[src/rtl/keypad_pkg.sv]
`default_nettype none
// ============================================================================
// Package  : keypad_pkg
// Brief    : Supervisor state type, keypad state codes and counter-width helper.
// Revision : 1.0 - initial release
// ============================================================================
package keypad_pkg;

  typedef enum logic [2:0] {
    S_IDLE      = 3'd0,
    S_ENTRY     = 3'd1,
    S_OPEN_HOLD = 3'd2,
    S_LOCKOUT   = 3'd3,
    S_ALARM     = 3'd4
  } sup_state_t;

  // Keypad FSM state codes, used by monitors watching the keypad
  localparam logic [2:0] KP_DIG0 = 3'b000;
  localparam logic [2:0] KP_DIG1 = 3'b001;
  localparam logic [2:0] KP_DIG2 = 3'b011;
  localparam logic [2:0] KP_DIG3 = 3'b010;
  localparam logic [2:0] KP_SECV = 3'b100;
  localparam logic [2:0] KP_RSTS = 3'b101;
  localparam logic [2:0] KP_OFF  = 3'b111;
  localparam logic [2:0] KP_OPEN = 3'b110;

  // Bits needed to hold 0..n-1, never less than one
  function automatic int cnt_w(input int n);
    return (n <= 2) ? 1 : $clog2(n);
  endfunction

endpackage
`default_nettype wire

[src/rtl/btn_edge_pulse.sv]
`default_nettype none
// ============================================================================
// Module   : btn_edge_pulse
// Brief    : Flags a 0->1 transition of a synchronous button level.
// Revision : 1.0 - initial release
// ============================================================================
module btn_edge_pulse (
  input  logic clk,
  input  logic rst,
  input  logic i_raw,
  output logic o_rise
);

  logic prev_q;
  logic prev_d;

  always_comb begin
    prev_d = i_raw;
  end

  always_ff @(posedge clk or posedge rst) begin
    if (rst) begin
      prev_q <= 1'b0;
    end else begin
      prev_q <= prev_d;
    end
  end

  assign o_rise = i_raw & ~prev_q;

endmodule
`default_nettype wire

[src/rtl/keypad_supervisor.sv]
`default_nettype none
// ============================================================================
// Module   : keypad_supervisor
// Brief    : Button strobes, fail count / lockout, door hold and alarm latch
//            for the passcode keypad. Optional macro: ENTRY_TIMEOUT_EN.
// Revision : 1.0 - initial release
// ============================================================================
module keypad_supervisor
  import keypad_pkg::*;
#(
  parameter int MAX_FAILS      = 3,
  parameter int LOCKOUT_CYCLES = 16,
  parameter int OPEN_CYCLES    = 8,
  parameter int TIMEOUT_CYCLES = 32
) (
  input  logic                          CLK,
  input  logic                          RST,
  input  logic                          ZRAW,
  input  logic                          ORAW,
  input  logic                          ACK,
  input  logic                          KRSTO,
  input  logic                          KULCK,
  input  logic                          KSECV,
  output logic                          ZBUT,
  output logic                          OBUT,
  output logic                          ENBL,
  output logic                          DOOR,
  output logic                          LKOUT,
  output logic                          ALRM,
  output logic [cnt_w(MAX_FAILS+1)-1:0] FCNT
);

  localparam int c_fw = cnt_w(MAX_FAILS + 1);
  localparam int c_lw = cnt_w(LOCKOUT_CYCLES);
  localparam int c_ow = cnt_w(OPEN_CYCLES);
  localparam logic [c_fw-1:0] c_max_fails = c_fw'(MAX_FAILS);
  localparam logic [c_lw-1:0] c_lock_load = c_lw'(LOCKOUT_CYCLES - 1);
  localparam logic [c_ow-1:0] c_open_load = c_ow'(OPEN_CYCLES - 1);

  if (MAX_FAILS < 1 || LOCKOUT_CYCLES < 2 || OPEN_CYCLES < 1 || TIMEOUT_CYCLES < 1) begin : g_param_check
    $error("keypad_supervisor: illegal parameter value");
  end

  sup_state_t      state_q, state_d;
  logic            enbl_q, enbl_d;
  logic            door_q, door_d;
  logic            lkout_q, lkout_d;
  logic            alrm_q, alrm_d;
  logic            zbut_q, zbut_d;
  logic            obut_q, obut_d;
  logic [c_fw-1:0] fcnt_q, fcnt_d;
  logic [c_lw-1:0] lock_tmr_q, lock_tmr_d;
  logic [c_ow-1:0] open_tmr_q, open_tmr_d;
  logic [c_fw-1:0] w_fail_next;
  logic            w_zrise, w_orise, w_issue;

`ifdef ENTRY_TIMEOUT_EN
  localparam int c_tw = cnt_w(TIMEOUT_CYCLES);
  localparam logic [c_tw-1:0] c_tmo_last = c_tw'(TIMEOUT_CYCLES - 1);
  logic [c_tw-1:0] idle_q, idle_d;
`endif

  btn_edge_pulse u_zero_edge (.clk(CLK), .rst(RST), .i_raw(ZRAW), .o_rise(w_zrise));
  btn_edge_pulse u_one_edge  (.clk(CLK), .rst(RST), .i_raw(ORAW), .o_rise(w_orise));

  // Coincident rising edges are ambiguous and both dropped
  assign w_issue     = enbl_q & (w_zrise ^ w_orise);
  assign w_fail_next = (fcnt_q == c_max_fails) ? fcnt_q : fcnt_q + 1'b1;

  always_comb begin
    state_d    = state_q;
    enbl_d     = enbl_q;
    door_d     = door_q;
    lkout_d    = lkout_q;
    alrm_d     = alrm_q;
    fcnt_d     = fcnt_q;
    lock_tmr_d = lock_tmr_q;
    open_tmr_d = open_tmr_q;
    zbut_d     = 1'b0;
    obut_d     = 1'b0;
`ifdef ENTRY_TIMEOUT_EN
    idle_d     = '0;
`endif
    if (KSECV) begin
      state_d    = S_ALARM;
      alrm_d     = 1'b1;
      enbl_d     = 1'b0;
      door_d     = 1'b0;
      lkout_d    = 1'b0;
      lock_tmr_d = '0;
      open_tmr_d = '0;
    end else begin
      case (state_q)
        S_IDLE: begin
          enbl_d = 1'b1;
          if (w_issue) begin
            zbut_d  = w_zrise;
            obut_d  = w_orise;
            state_d = S_ENTRY;
          end
        end
        S_ENTRY: begin
          if (KULCK) begin
            state_d    = S_OPEN_HOLD;
            fcnt_d     = '0;
            door_d     = 1'b1;
            open_tmr_d = c_open_load;
          end else if (KRSTO) begin
            fcnt_d = w_fail_next;
            if (w_fail_next == c_max_fails) begin
              state_d    = S_LOCKOUT;
              enbl_d     = 1'b0;
              lkout_d    = 1'b1;
              lock_tmr_d = c_lock_load;
            end else begin
              state_d = S_IDLE;
            end
          end else if (w_issue) begin
            zbut_d = w_zrise;
            obut_d = w_orise;
          end
`ifdef ENTRY_TIMEOUT_EN
          else if (idle_q == c_tmo_last) begin
            // One low cycle of ENBL forces the keypad back to its off state
            state_d = S_IDLE;
            enbl_d  = 1'b0;
          end else begin
            idle_d = idle_q + 1'b1;
          end
`endif
        end
        S_OPEN_HOLD: begin
          if (open_tmr_q == '0) begin
            state_d = S_IDLE;
            door_d  = 1'b0;
          end else begin
            open_tmr_d = open_tmr_q - 1'b1;
          end
        end
        S_LOCKOUT: begin
          if (lock_tmr_q == '0) begin
            state_d = S_IDLE;
            enbl_d  = 1'b1;
            lkout_d = 1'b0;
            fcnt_d  = '0;
          end else begin
            lock_tmr_d = lock_tmr_q - 1'b1;
          end
        end
        S_ALARM: begin
          if (ACK) begin
            state_d = S_IDLE;
            enbl_d  = 1'b1;
            alrm_d  = 1'b0;
          end
        end
        default: state_d = S_IDLE;
      endcase
    end
  end

  always_ff @(posedge CLK or posedge RST) begin
    if (RST) begin
      state_q    <= S_IDLE;
      enbl_q     <= 1'b0;
      door_q     <= 1'b0;
      lkout_q    <= 1'b0;
      alrm_q     <= 1'b0;
      zbut_q     <= 1'b0;
      obut_q     <= 1'b0;
      fcnt_q     <= '0;
      lock_tmr_q <= '0;
      open_tmr_q <= '0;
`ifdef ENTRY_TIMEOUT_EN
      idle_q     <= '0;
`endif
    end else begin
      state_q    <= state_d;
      enbl_q     <= enbl_d;
      door_q     <= door_d;
      lkout_q    <= lkout_d;
      alrm_q     <= alrm_d;
      zbut_q     <= zbut_d;
      obut_q     <= obut_d;
      fcnt_q     <= fcnt_d;
      lock_tmr_q <= lock_tmr_d;
      open_tmr_q <= open_tmr_d;
`ifdef ENTRY_TIMEOUT_EN
      idle_q     <= idle_d;
`endif
    end
  end

  assign ZBUT  = zbut_q;
  assign OBUT  = obut_q;
  assign ENBL  = enbl_q;
  assign DOOR  = door_q;
  assign LKOUT = lkout_q;
  assign ALRM  = alrm_q;
  assign FCNT  = fcnt_q;

endmodule
`default_nettype wire

[config.mk]
export PLATFORM = sky130hd
export DESIGN_NAME = keypad_supervisor
export DESIGN_NICKNAME = d
export VERILOG_FILES = /design/src/rtl/keypad_pkg.sv /design/src/rtl/btn_edge_pulse.sv /design/src/rtl/keypad_supervisor.sv
export SDC_FILE = /design/constraint.sdc
export NUM_CORES = 1
export LEC_CHECK = 0
export CAP_MARGIN = 20
export CORE_MARGIN = 2
export CORE_UTILIZATION = 50
export CTS_CLUSTER_SIZE = 25
export DETAILED_ROUTE_END_ITERATION = 7
export PLACE_DENSITY = 0.8
export SLEW_MARGIN = 20
export SYNTH_ARGS = -nofsm -noshare
export SYNTH_HDL_FRONTEND = slang
export SYNTH_SLANG_ARGS = --single-unit
export TNS_END_PERCENT = 30
[constraint.sdc]
create_clock -name CLK -period 2.4 [get_ports CLK]
set_input_delay 0.24 -clock CLK [delete_from_list [all_inputs] [get_ports CLK]]
set_output_delay 0.24 -clock CLK [all_outputs]
set_load 0.02 [all_outputs]
======== After elaboration in Yosys (flattened, before gate mapping) ========
Index checks and enable logic that the tools add are counted.
storage, ports and cells
  register bits after elaboration ......... 20
  input port bits ......................... 8
  output and inout port bits .............. 8
  logic and storage cells ................. 112
operators by class
  add/sub/neg operators ................... 3
  eq/ne operators ......................... 19
  muxes and demuxes ....................... 54
  bitwise operators ....................... 7
  reductions and logical operators ........ 17
operators with widths
  cell                                              number
  inequality test 3 bit, second input constant      11
  two-way mux 3 bit                                 10
  two-way mux 1 bit                                 25
  two-way mux 4 bit                                 5
  case mux 3 bit (5 select lines)                   1
  AND reduction 5 bit                               3
  two-way mux 2 bit                                 5
  case mux 1 bit (2 select lines)                   4
  case mux 4 bit (2 select lines)                   1
  == test 3 x 2 -> 1 bit, second input constant     2
  logical NOT 3 bit                                 2
  case mux 3 bit (2 select lines)                   1
  AND reduction 3 bit                               2
  AND reduction 6 bit                               1
  nonzero test 2 bit                                3
  nonzero test 3 bit                                2
  nonzero test 5 bit                                1
  == test 2 bit, second input constant              2
  logical NOT 4 bit                                 1
  inequality test 4 bit, second input constant      1
  case mux 1 bit (4 select lines)                   1
  case mux 2 bit (2 select lines)                   1
  AND reduction 4 bit                               1
  subtractor 4 x 1 -> 4 bit, second input constant  1
  other kinds (9)                                   13

======== Depth between registers and ports, before layout ========
Gate-level depths: netlist of the first run.
  word-level depth ........................ 9
  mapped depth ............................ 7
  mapped depth without buffers ............ 7

======== Modules after synthesis ========
A second synthesis of the first run with hierarchy kept.
unflattened totals
  cell total of the unflattened synthesis .. 117
  area, all modules ....................... 1163.6 um2
modules (own cells, without submodules)
  module             times used  cells an instance  area each (um2)  sequential area each (um2)
  keypad_supervisor  1           111                1078.5           450.4
  btn_edge_pulse     2           3                  42.5             25.0

======== Least setup slack after synthesis of the first run ========
Ideal clock, no wire load.
  path kind ............................... register to register
  start ................................... register lock_tmr_q[0]
  end ..................................... register fcnt_q[0] (netlist: FCNT[0])
  setup time .............................. 125 ps
  arrival time ............................ 1748 ps
  data required time ...................... 2275 ps
  setup slack ............................. 527 ps
  stages on the path, launching flop included .. 6
  buffers on the path ..................... 0
  clock period less this slack ............ 1873 ps
  cell sequence ........................... dfrtp_1 -> inv_1 -> ha_1 -> or3b_4 -> a2111oi_4 -> mux2_4
between the ends
  word-level cells in the longest chain between the ends .. 3
ends and longest elaborated chain
  element                                 line                      text
  start: declaration                      keypad_supervisor.sv:52   logic [c_lw-1:0] lock_tmr_q, lock_tmr_d;
  start signal: assignment                keypad_supervisor.sv:186  lock_tmr_q <= lock_tmr_d;
  logical NOT 4 bit                       keypad_supervisor.sv:141  if (lock_tmr_q == '0) begin
  inequality test 2 bit (no source line)  -
  AND reduction 4 bit (no source line)    -
  end signal: assignment                  keypad_supervisor.sv:185  fcnt_q <= fcnt_d;
  end: declaration                        keypad_supervisor.sv:51   logic [c_fw-1:0] fcnt_q, fcnt_d;
Every way passes these cells.
A chain may end at the register's enable or synchronous reset.

======== Final worst setup path of the first run ========
Same ends and word-level chain as after synthesis.

==> impl_metrics.json, run 1 <==
{
  "timing.max_slew.rel_slack": 0.490,
  "syn_to_final_growth_pct": 16.6,
  "postSynthAreaPerCell_um2": 9.13,
  "tritoncts": "built",
  "total_nets_after_synthesis": 136,
  "finalClockSkew_ps": 1.14,
  "post_synth_inst_count": 125,
  "die-height_um": 51.8,
  "wl_met1_mm": 1.08,
  "met3RoutedLength_um": 119,
  "hold_violations": 0,
  "hold_path_class": "input pin to async pin",
  "setup_violations": 0,
  "grt_pass1_wl_mm": 4.01,
  "synth-warning-count": 0,
  "grt_pass1_vias": 933,
  "drt-vias-per-instance": 5.89,
  "arrival_ps": 2190,
  "drc": 0,
  "wire_length_after_detailed_routing_mm": 2.41,
  "die-area_mm2": 0.00268,
  "place.detailed.hpwl_mm": 1.76,
  "initial_core_utilization": 0.521,
  "holdWs_ps": 367,
  "gpl.final_weighted_congestion": 0.906,
  "placement_rows": 17,
  "post_synth_num_cell_types": 38,
  "postSynthRegisterBits": 20,
  "critPathMaxFanout": 4,
  "irDropWorstVdd_mv": 0.319,
  "layout.nets": 152,
  "leakagePower_nw": 0.572,
  "dominantRegCellSynth": "sky130_fd_sc_hd__dfrtp_1",
  "synthesis.area_mm2": 0.00114,
  "yosys.area.top_type": "sky130_fd_sc_hd__dfrtp_1",
  "fillerInstances": 204,
  "worst_slew_pin_slew_ps": 764,
  "detailroute.wirelength.met2_mm": 1.19,
  "detailroute.via_count": 983,
  "final_critical_path_setup_slack_ps": 404,
  "ys_async_sr_fraction": 1.00,
  "gr-total-overflow": 0,
  "first_pass_iters": 4,
  "io_pins": 16,
  "buffer_ports.inserted": 15,
  "grt_antenna_before_repair": 0,
  "placement.setup.worst_slack_ps": 426,
  "synth_edf_count": 0,
  "post_synthesis_sequential_area_ratio": 0.439,
  "design.core.area_mm2": 0.00219,
  "wire_per_inst_um": 14.4,
  "h_tree_depth": 1,
  "worst_setup_path_end_kind": "register",
  "cts_resized": 0,
  "max_cap_viol_count": 0,
  "fraction_of_post_synthesis_cell_area_in_the_top_cell_type_by_area": 0.439,
  "num_antenna_cells": 0,
  "global_route.usage.total": 0.205,
  "clock_tree.buffer_depth": 2,
  "startpoint_type": "register",
  "fmax_ghz": 0.501,
  "die_w_um": 51.8,
  "drt.antenna.violating_nets": 0,
  "worst-endpoint-required_ps": 2590,
  "ctsHoldBuffers": 0,
  "cts_buffers": 3,
  "synth_commonest_cells": "20 x sky130_fd_sc_hd__dfrtp_1, 13 x sky130_fd_sc_hd__nor2_1, 10 x sky130_fd_sc_hd__inv_1",
  "run_status": "completed",
  "layout-drive-gt1-share": 0.0647,
  "grt_max_degree": 21,
  "timing.final.crit_period_ps": 2000,
  "slew_violations": 0,
  "setup-tns-final_ps": 0,
  "synthMostInstantiatedCell": "sky130_fd_sc_hd__dfrtp_1",
  "worstSkewPairLatency_ps": 300,
  "cts.repair_timing.setup_buffer_count": 0,
  "clk_transition_reported_paths_ps": 110,
  "grt_setup_unrepaired": "false",
  "layout_worst_path_cycle_share": 0.832,
  "power.density_cell_area_mw_per_mm2": 490,
  "initialDrtViolationCount": 38,
  "post_synth_main_area_contributors": "sky130_fd_sc_hd__dfrtp_1 44%, sky130_fd_sc_hd__nor2_1 4.3%, sky130_fd_sc_hd__a21oi_1 3.9%",
  "topRoutingLayerUsed": "met4",
  "clock-root-buffer": "sky130_fd_sc_hd__clkbuf_4",
  "tritoncts_num_sinks": 20,
  "timing.setup.critical_path_class": "register to register"
}
==> power by group <==
part / switching, mW / total, mW / internal [mW]
clock: 0.0985 / 0.157 / 0.0585
combinational: 0.0646 / 0.122 / 0.0573
sequential: 0.0204 / 0.373 / 0.353
total: 0.183 / 0.652 / 0.468
==> cell type report <==
| class | instances | area [um2] | share of cell area |
|---|---|---|---|
| Clock buffer | 3 | 22.5 | 0.0169 |
| Inverter | 10 | 37.5 | 0.0282 |
| Multi-Input combinational cell | 89 | 569 | 0.428 |
| Sequential cell | 20 | 500 | 0.376 |
| Tap cell | 28 | 35.0 | 0.0263 |
| Timing Repair Buffer | 17 | 165 | 0.124 |
==> logic make-up (layout without fill, tap and decap cells) <==
logic type | count (synthesis) | after routing | synth area share
multiplexers | 2 | 2 | 0.0219
AND/OR/NAND/NOR | 49 | 49 | 0.226
buffers and inverters | 16 | 30 | 0.0625
adder cells (fa/ha/maj) | 3 | 3 | 0.0329
flip-flops | 20 | 20 | 0.439
XOR/XNOR | 1 | 1 | 0.00768
AO/OA/AOI/OAI | 34 | 34 | 0.211
==> worst paths after layout <==
kind,cells past startpoint,end,start,slack (ps)
setup / recovery,5,FCNT[0],lock_tmr_q[0],400
max in group asynchronous,2,open_tmr_q[1],RST,1560
hold reg to reg,2,ALRM,ALRM,490
hold / removal,2,lock_tmr_q[2],RST,370
setup reg to reg,5,FCNT[0],lock_tmr_q[0],400
min in group CLK,1,u_one_edge.prev_q,ORAW,420
==> cell usage in the layout (no fill, tap or decap), types with 3 or more instances in the layout <==
| cell | instances |
|---|---|
| sky130_fd_sc_hd__dfrtp_1 | 20 |
| sky130_fd_sc_hd__clkdlybuf4s50_1 | 15 |
| sky130_fd_sc_hd__nor2_1 | 13 |
| sky130_fd_sc_hd__inv_1 | 10 |
| sky130_fd_sc_hd__o21ai_0 | 9 |
| sky130_fd_sc_hd__a21oi_1 | 9 |
| sky130_fd_sc_hd__nand2_1 | 9 |
| sky130_fd_sc_hd__nand2b_1 | 6 |
| sky130_fd_sc_hd__nor3_1 | 5 |
| sky130_fd_sc_hd__nor2b_1 | 3 |
| sky130_fd_sc_hd__nand3_1 | 3 |
| sky130_fd_sc_hd__ha_1 | 3 |
| sky130_fd_sc_hd__clkbuf_4 | 3 |
==> worst max-delay path, stage by stage, from the launching register on <==
cell and delay, ps:
sky130_fd_sc_hd__dfrtp_1 390, sky130_fd_sc_hd__inv_1 90, sky130_fd_sc_hd__ha_1 190, sky130_fd_sc_hd__or3b_4 420, sky130_fd_sc_hd__a2111oi_4 450, sky130_fd_sc_hd__mux2_4 340
==> per-stage QoR <==
step	utilization	cells	cell area (um2)	power (mW)
finish	0.607	167	1330	0.652
global route	0.607	167	1330	0.682
CTS	0.607	167	1330	0.654
detailed placement	0.597	164	1310	0.499
global placement	0.597	164	1310	0.496
floorplan	-	125	1140	0.446
==> sequential cells by signal, summed over array words and instances (netlist names) <==
register / count
state_q: 3
DOOR: 1
FCNT: 2
u_one_edge.prev_q: 1
ALRM: 1
OBUT: 1
open_tmr_q: 3
LKOUT: 1
lock_tmr_q: 4
ENBL: 1
ZBUT: 1
u_zero_edge.prev_q: 1
==> metal layers <==
metal / global-route usage / up-vias
met5: 0 / -
met4: 0.0789 / 0
met3: 0.0374 / 2
met2: 0.346 / 39
met1: 0.261 / 470
li1: - / 472
(Power assumes the default switching activity.)
==> run 2, diff against run 1 <==
--- a/config.mk
+++ b/config.mk
@@ -7,7 +7,7 @@
 export LEC_CHECK = 0
 export CAP_MARGIN = 20
 export CORE_MARGIN = 2
-export CORE_UTILIZATION = 50
+export CORE_UTILIZATION = 48
 export CTS_CLUSTER_SIZE = 25
 export DETAILED_ROUTE_END_ITERATION = 7
 export PLACE_DENSITY = 0.8
==> constraint.sdc (replaced) <==
create_clock -name CLK -period 1.8 [get_ports CLK]
set_input_delay 0.18 -clock CLK [delete_from_list [all_inputs] [get_ports CLK]]
set_output_delay 0.18 -clock CLK [all_outputs]
set_load 0.02 [all_outputs]
==> run 2 against run 1 <==
The run now ends with setup timing left; utilization up 3.9 points; clock skew up 9.5 ps; register-to-register slack worse by 470 ps; final area up 8.6%; clock-buffer cell count up 1; non-clock buffer count up 10; via count up 2.7%.
==> impl_metrics.json, run 2 (synthesized netlist as in run 1, its figures left out) <==
{
  "clk_transition_reported_paths_ps": 120,
  "die-area_mm2": 0.00278,
  "worst_setup_path_end_kind": "register",
  "gpl.final_weighted_congestion": 0.849,
  "slew_violations": 0,
  "register_containing_the_most_flip_flops_in_the_final_layout": "lock_tmr_q",
  "timing.rr.end": "FCNT[0]",
  "worst-endpoint-required_ps": 2010,
  "initial_core_utilization": 0.511,
  "grt_setup_unrepaired": "true",
  "wire_length_after_detailed_routing_mm": 2.51,
  "final_design_instance_area_without_fill_mm2": 0.00144,
  "grt_max_degree": 21,
  "largest_register_ff_count": 4,
  "h_tree_depth": 1,
  "io_pins": 16,
  "critPathMaxFanout": 4,
  "layout_commonest_cell": "sky130_fd_sc_hd__dfrtp_1",
  "irDropWorstVdd_mv": 0.419,
  "share_comb_of_total_power": 0.180,
  "power_frac_seq": 0.534,
  "worst_slew_pin_slew_ps": 335,
  "finalClockSkew_ps": 10.6,
  "drt-vias-per-instance": 5.67,
  "tritoncts": "built",
  "hold_path_class": "input pin to async pin",
  "drc": 0,
  "worst-r2r-setup-slack_ps": -70,
  "global_route.usage.total": 0.220,
  "final_cell_mix": "20 x sky130_fd_sc_hd__dfrtp_1, 15 x sky130_fd_sc_hd__clkdlybuf4s50_1, 13 x sky130_fd_sc_hd__nor2_1, 12 x sky130_fd_sc_hd__buf_4",
  "max_cap_viol_count": 0,
  "fillerInstances": 196,
  "hold_violations": 0,
  "power.density_cell_area_mw_per_mm2": 644,
  "die-height_um": 52.8,
  "sw_frac_of_total": 0.276,
  "violated_checks": "setup timing",
  "fmax_ghz": 0.535,
  "detailroute.via_count": 1010,
  "timing.setup.critical_path_class": "register to register",
  "num_antenna_cells": 0,
  "placement_rows": 17,
  "first_pass_iters": 4,
  "switching_power_mw": 0.257,
  "r2r_cells": 5,
  "power_frac_clock": 0.286,
  "clock-root-buffer": "sky130_fd_sc_hd__clkbuf_4",
  "layout_worst_path_cycle_share": 1.04,
  "worstSkewPairLatency_ps": 300,
  "final_critical_path_setup_slack_ps": -69.5,
  "setup-tns-final_ps": -105,
  "reg.largest.list": "lock_tmr_q x4, open_tmr_q x3, state_q x3",
  "layout.nets": 162,
  "timing.max_slew.rel_slack": 0.776,
  "timing.final.crit_period_ps": 1870,
  "initialDrtViolationCount": 26,
  "gr-total-overflow": 0,
  "arrival_ps": 2070,
  "run_status": "finished with violations",
  "syn_to_final_growth_pct": 26.5,
  "area.sequential_um2": 500,
  "critical_path.reg2reg.startpoint": "lock_tmr_q[0]",
  "ctsHoldBuffers": 0,
  "final_core_util": 0.646,
  "die_w_um": 52.8,
  "place.detailed.hpwl_mm": 1.80,
  "grt_pass1_vias": 1007,
  "intPower_mw": 0.674,
  "setup_violations": 2,
  "buffer_ports.inserted": 15,
  "multi_input_area_um2": 594,
  "wire_per_inst_um": 14.1,
  "clock_tree.buffer_depth": 2,
  "placed_area_mm2": 0.00138,
  "grt_antenna_before_repair": 0,
  "drt.antenna.violating_nets": 0,
  "layout-drive-gt1-share": 0.173,
  "grt_pass1_wl_mm": 4.49,
  "leakagePower_nw": 0.634,
  "placement.setup.worst_slack_ps": -34.3,
  "tritoncts_num_sinks": 20,
  "cts_buffers": 3,
  "design.core.area_mm2": 0.00223,
  "startpoint_type": "register"
}
-- run 2: changes by cell type in the layout (fill, tap and decap cells not counted), moves of 2 or more --
cell / before / now
sky130_fd_sc_hd__inv_2: 0 / 2
sky130_fd_sc_hd__inv_1: 10 / 8
sky130_fd_sc_hd__buf_4: 2 / 12
sky130_fd_sc_hd__a21oi_1: 9 / 7
sky130_fd_sc_hd__a21oi_2: 0 / 2
-- run 2: metrics by stage --
step | instances | hold slack (ps) | total power [mW]
5_1_grt | 178 | 209 | 0.978
3_3_place_gp | 173 | 461 | 0.663
6_report | 178 | 174 | 0.930
3_5_place_dp | 173 | 477 | 0.668
4_1_cts | 177 | 179 | 0.935
2_1_floorplan | 125 | 144 | 0.595
-- run 2: worst max-delay path by stage --
stage / end / start / cells after the start
after floorplan: FCNT[0] / lock_tmr_q[1] / 5
after global placement: open_tmr_q[2] / KULCK / 6
after CTS: FCNT[1] / lock_tmr_q[0] / 7
after detailed placement: FCNT[0] / lock_tmr_q[0] / 5
after global routing: FCNT[0] / lock_tmr_q[0] / 5
final: FCNT[0] / lock_tmr_q[0] / 5
-- run 2: area by class of cell --
| class | count | share of cell area |
|---|---|---|
| flip-flops and latches | 20 | 0.347 |
| inverters | 10 | 0.0260 |
| multi-input cells | 89 | 0.412 |
| clock buffers | 4 | 0.0251 |
| repair buffers | 27 | 0.166 |
| well taps | 28 | 0.0243 |
-- run 2: what timing repair did --
action	in CTS	in global routing
setup buffers	0	1
pin swaps	0	3
resized for setup	2	3
setup endpoints to repair	2	5
-- run 2: per-layer routing --
| metal | routed length [um] | share of wire | track usage | up-vias |
|---|---|---|---|---|
| li1 | - | - | - | 489 |
| met1 | 1120 | 0.45 | 0.276 | 488 |
| met2 | 1230 | 0.49 | 0.369 | 25 |
| met3 | 111 | 0.044 | 0.0514 | 8 |
| met4 | 52 | 0.021 | 0.0726 | 0 |
| met5 | 0 | 0 | 0 | - |
-- run 2: critical path, cell delays in order (launching register included) --
cell and delay [ps]:
sky130_fd_sc_hd__dfrtp_1 400, sky130_fd_sc_hd__inv_2 90, sky130_fd_sc_hd__ha_4 140, sky130_fd_sc_hd__or3b_4 410, sky130_fd_sc_hd__a2111oi_4 410, sky130_fd_sc_hd__mux2_4 330
-- run 2: power groups by stage --
stage	clock, mW	sequential (mW)	combinational, mW
after CTS	0.274	0.495	0.166
after detailed placement	0	0.504	0.164
after floorplan	0	0.511	0.0839
final	0.266	0.497	0.167
after global placement	0	0.502	0.161
after global routing	0.292	0.502	0.184
